**config.mk**
```make
export PLATFORM = sky130hd
export DESIGN_NAME = ls193
export DESIGN_NICKNAME = d
export VERILOG_FILES = /design/src/rtl/ls193.sv
export SDC_FILE = /design/constraint.sdc
export NUM_CORES = 1
export LEC_CHECK = 0
export CAP_MARGIN = 20
export CELL_PAD_IN_SITES_DETAIL_PLACEMENT = 1
export CELL_PAD_IN_SITES_GLOBAL_PLACEMENT = 1
export CORE_MARGIN = 4
export CORE_UTILIZATION = 30
export CTS_CLUSTER_SIZE = 14
export DETAILED_ROUTE_END_ITERATION = 8
export PLACE_DENSITY = 0.78
export RECOVER_POWER = 50
export SYNTH_ARGS = -nofsm -noshare
export SYNTH_HDL_FRONTEND = slang
export SYNTH_SLANG_ARGS = --single-unit
```
**constraint.sdc**
```tcl
create_clock -name clk -period 2.05 [get_ports clk]
set_input_delay 0.615 -clock clk [delete_from_list [all_inputs] [get_ports clk]]
set_output_delay 0.615 -clock clk [all_outputs]
set_load 0.005 [all_outputs]
```
**src/rtl/ls193.sv**
```systemverilog
// ls193 -- 4-bit synchronous up/down counter with pin-edge count inputs.
// The count pins are oversampled on clk; parallel load and clear are
// sampled directly and take priority over any detected count edge.
module ls193 (
  input  logic clk,
  input  logic rst_n,
  input  logic _UP,
  input  logic _DOWN,
  input  logic _CLR,
  input  logic _LOAD,
  input  logic _A,
  input  logic _B,
  input  logic _C,
  input  logic _D,
  output logic _QA,
  output logic _QB,
  output logic _QC,
  output logic _QD,
  output logic _CO,
  output logic _BO
);

  logic       up_s1, up_s2, up_s3;
  logic       dn_s1, dn_s2, dn_s3;
  logic       up_edge, dn_edge;
  logic [3:0] q;

  // Synchronize the count pins and keep one cycle of history for edge detect;
  // reset to all ones so an idle-high pin cannot look like a rising edge.
  always_ff @(posedge clk or negedge rst_n) begin
    if (!rst_n) begin
      up_s1 <= 1'b1;
      up_s2 <= 1'b1;
      up_s3 <= 1'b1;
      dn_s1 <= 1'b1;
      dn_s2 <= 1'b1;
      dn_s3 <= 1'b1;
    end else begin
      up_s1 <= _UP;
      up_s2 <= up_s1;
      up_s3 <= up_s2;
      dn_s1 <= _DOWN;
      dn_s2 <= dn_s1;
      dn_s3 <= dn_s2;
    end
  end

  // Rising edge seen at the synchronizer output.
  always_comb begin
    up_edge = up_s2 & ~up_s3;
    dn_edge = dn_s2 & ~dn_s3;
  end

  // Count register: clear beats load beats counting; edges arriving while
  // clear or load is active are dropped, and opposing edges cancel.
  always_ff @(posedge clk or negedge rst_n) begin
    if (!rst_n) begin
      q <= '0;
    end else if (_CLR) begin
      q <= '0;
    end else if (!_LOAD) begin
      q <= {_D, _C, _B, _A};
    end else if (up_edge && !dn_edge) begin
      q <= q + 4'd1;
    end else if (dn_edge && !up_edge) begin
      q <= q - 4'd1;
    end
  end

  // Carry/borrow decoded purely from flops, so they are clean enough to
  // clock the count pins of a following stage.
  always_comb begin
    _CO = ~((q == 4'd15) & ~up_s2);
    _BO = ~((q == 4'd0)  & ~dn_s2);
  end

  assign _QA = q[0];
  assign _QB = q[1];
  assign _QC = q[2];
  assign _QD = q[3];

endmodule

```
# Yosys cells after proc, flatten, opt, wreduce, memory -nomap -nowiden
# Index checks and enable logic that the tools add are counted.
# W data, S select, Z words.
[op_classes] bitwise=10 muxes=4 n_eq_ne=2 n_reduce_logical=5 n_addsub=2
[op_table] cell="$mux W4" count=4
[op_table] cell="$not A1 Y1" count=6
[op_table] cell="$add A4 B1 Y4 const B" count=1
[op_table] cell="$and A1 B1 Y1" count=4
[op_table] cell="$eq A4 B4 Y1 const B" count=1
[op_table] cell="$logic_not A4 Y1" count=1
[op_table] cell="$ne A4 B2 Y1 const B" count=1
[op_table] cell="$sub A4 B1 Y4 const B" count=1
[op_table] cell="$logic_and A1 B1 Y1" count=2
[op_table] cell="$logic_not A1 Y1" count=2
[word_totals] wordCells=30 inputBits=10 regBits=10

# Depth between registers and ports, before layout
[depth] word_depth=8 depth_mapped=8 depth_no_buf=8

# Worst setup path before layout
# OpenSTA, ideal clock, no wires.
[synth_path] path_type="register to register" from="reg up_s2" to="reg q[3]" arrival_ps=1833 setup_time_ps=129 path_slack_ps=89 path_buffers=0 path_stages_with_launch=9 required_ps=1921 path_cell_list="dfstp_2 nor2b_1 ha_1 inv_1 ha_1 a21oi_1 a211oi_2 nor4b_2 nor3b_2"
[synth_between] elab_chain_len=5 elab_cells_between_ends=8 cone_classes="1 x eq/ne; 3 x mux; 1 x bitwise; 3 x reduce/logical"
[synth_lines] element="from (decl)" line="23" text="logic up_s1, up_s2, up_s3;"
[synth_lines] element="from (signal assigned)" line="40" text="up_s2 <= up_s1;"
[synth_lines] element="$and A1 B1 Y1 (*)" line="50" text="up_edge = up_s2 & ~up_s3;"
[synth_lines] element="$logic_and A1 B1 Y1" line="63" text="end else if (up_edge && !dn_edge) begin"
[synth_lines] element="$mux W4" line="63"
[synth_lines] element="$mux W4" line="61" text="end else if (!_LOAD) begin"
[synth_lines] element="$mux W4" line="59" text="end else if (_CLR) begin"
[synth_lines] element="to (signal assigned)" line="62" text="q <= {_D, _C, _B, _A};"
[synth_lines] element="to (signal assigned)" line="64" text="q <= q + 4'd1;"
[synth_lines] element="to (signal assigned)" line="66" text="q <= q - 4'd1;"
[synth_lines] element="to (decl)" line="26" text="logic [3:0] q;"
# Every way passes the cells marked *; elsewhere a longest branch is shown, timed or not.
# A chain may end at the register's enable or synchronous reset.

# Worst setup path in the final report
# Ends and elaborated chain as after synthesis.

==> results.toml <==
[final_layout]
layout.nets = 84
mostFrequentLayoutCells = "clkdlybuf4s50_1 (10), buf_4 (7), nor2_1 (6)"
final_common_cell = "clkdlybuf4s50_1"
drive_above_1_share_pct = 40.6
fin_util_pct = 52.5
n_antenna_cell = 0
syn_to_final_growth_pct = 59.5
stdcell_count = 85

[clocking]
cts_tree = "yes"
cts_max_level = 1
numCtsBuffers = 3
clock-sinks = 10
clk_latency_ps = 260
clockRootBuffer = "clkbuf_4"
cts_buffer_depth = 2
cts_hold_buf = 0
clk_pin_slew_ps = 70

[yosys]
post_synth.cell_area_avg_sq_um = 11.5
ys_warn_count = 0
synthesis.area_sq_um = 519
synth_nets = 59
yosys.area.top_type = "dfstp_2"
syn_inst = 45
synth_top_area_share_pct = 30.4
yosysSeqAreaShare_pct = 49.6
yosysUniqueCellTypes = 24
synth_area_leaders = "dfstp_2 (30%), dfrtp_1 (19%), ha_1 (7.2%)"
ys_ff_latch = 10

[timing]
setup_violations = 0
drv_slew = 0
slew_headroom_pct = 71.9
skew_ps = 4.15
worst_slack_ps = 80.1
worstMarginPinSlew_ps = 420
final_hold_viol_count = 0
fin_crit_ps = 1970
setup_tns_ps = 0
fmax_ghz = 0.508
timing.final.crit_share_pct = 96.1

[job]
drv_cap = 0

[routing]
drt_iter0_drc = 5
wl_met1_um = 512
wl_per_cell_um = 15.0
wl_met3_um = 79
wl_met2_um = 646
drt_wl_total_um = 1280
first_pass_iters = 4
vias = 426
via_per_inst = 5.01
top_layer = "met4"
drc = 0
antenna_left = 0

[worst_setup_path]
crit_type = "flop to flop"
cpMostUsedCell = "ha_4"
arrival_ps = 2160
worst_r2r_path_depth = 9
crit_required_ps = 2240
crit_path_max_fanout = 3
crit_chain = "nor2b_4, ha_4, inv_2, ha_4, nand3_1, a211oi_2, buf_4, nor4b_4, nor3b_2"
crit_buf_inv = 2
cpLargestDelayFamily = "flip-flops"
cpMaxStageDelayCell = "dfstp_2"
cp-end-kind = "flop"
worstSetupStartpointType = "flop"
cp.depth = 9
critical-path-max-stage-delay_ps = 550

[pwr]
leakage_nw = 0.339
peakVddDrop_mv = 0.415
power.density_nw_per_um2 = 678

[outcome]
status = "completed"

[floorplanning]
initial_utilization_pct = 32.9
dieArea_sq_um = 2460
rows = 14
fp.dieW_um = 49.6
core_area_sq_um = 1580
die_h_um = 49.6
io_pins = 16

[placement]
placed_cells = 76
place_congestion = 0.741
dpl.hpwl_um = 962
dpl_worst_slack_ps = -52.2
io_buffers = 15

[grt]
antenna_found_initial = 0
grtUsageTotal_pct = 11.1
grt_pass1_vias = 460
grt_pass1_wl_um = 2030
gr-total-overflow = 0
grt_max_degree = 11

[worst_hold_path]
min-delay-path-class = "flop to flop"
whs_path_depth = 0
## where the power goes
group / switching (mW) / internal, mW
sequential: 0.0169 / 0.217
combinational: 0.0649 / 0.0926
clock: 0.0631 / 0.108
total: 0.145 / 0.417
## routing by layer
metal	global-route usage (%)	vias to the layer above
met5	0	-
met4	7.37	0
met3	2.71	4
met2	18.1	14
met1	12.8	206
li1	-	202
## timing repair
action | 4_1_cts | 5_1_grt
hold endpoints to repair | 0 | 0
setup endpoints to repair | 3 | 4
pin swaps | 2 | 2
buffers inserted | 2 | 3
resized for setup | 8 | 6
## Yosys cell counts
cell      instances
nor3_1            1
xnor2_1           2
o21bai_1          1
o211ai_1          1
nor4b_2           1
mux2i_1           3
dfstp_2           6
nor2b_1           1
nor3b_2           1
and3_1            1
nand2b_1          1
o21ai_1           1
a21oi_1           1
nand2_1           3
nor2_1            6
nand3_1           2
ha_1              3
dfrtp_1           4
buf_4             1
fa_1              1
a211oi_2          1
a211oi_1          1
buf_2             1
inv_1             1
## cells by family (layout without fill, tap and decap cells)
kind of cell             Yosys count  in the layout  synth area share, %
adder cells (fa/ha/maj)            4              4                 11.1
AO/OA/AOI/OAI                      6              6                 8.67
XOR/XNOR                           2              2                 3.37
flip-flops                        10             10                 49.6
buffers and inverters              3             27                 3.13
AND/OR/NAND/NOR                   17             17                 18.3
multiplexers                       3              3                 5.78
## sequential cells by signal, indices dropped and copies added, names as in the netlist
register	cells
up_s2	1
q	4
dn_s2	1
up_s3	1
dn_s3	1
dn_s1	1
up_s1	1
## layout make-up
| type | count | area (sq um) |
|---|---|---|
| clock buffers | 4 | 36.3 |
| fillers | 178 | 748 |
| inverters | 1 | 3.75 |
| multi-input cells | 32 | 303 |
| flip-flops and latches | 10 | 262 |
| well taps | 16 | 20.0 |
| repair buffers | 22 | 204 |
## worst paths after layout
kind	from	end	slack, ps
max in group asynchronous	rst_n	up_s1	1000
min reg2reg	dn_s1	dn_s2	360
max reg2reg	up_s2	q[3]	80
min in group asynchronous	rst_n	q[3]	720
max	up_s2	q[3]	80
min	dn_s1	dn_s2	360
## stage by stage
stage | hold slack (ps) | power [mW] | area (sq um)
6_report | 358 | 0.562 | 828
5_1_grt | 368 | 0.602 | 828
4_1_cts | 362 | 0.552 | 771
2_1_floorplan | 319 | 0.295 | 519
3_5_place_dp | 350 | 0.358 | 692
3_3_place_gp | 346 | 0.353 | 692
Power figures use the tool's default switching activity.
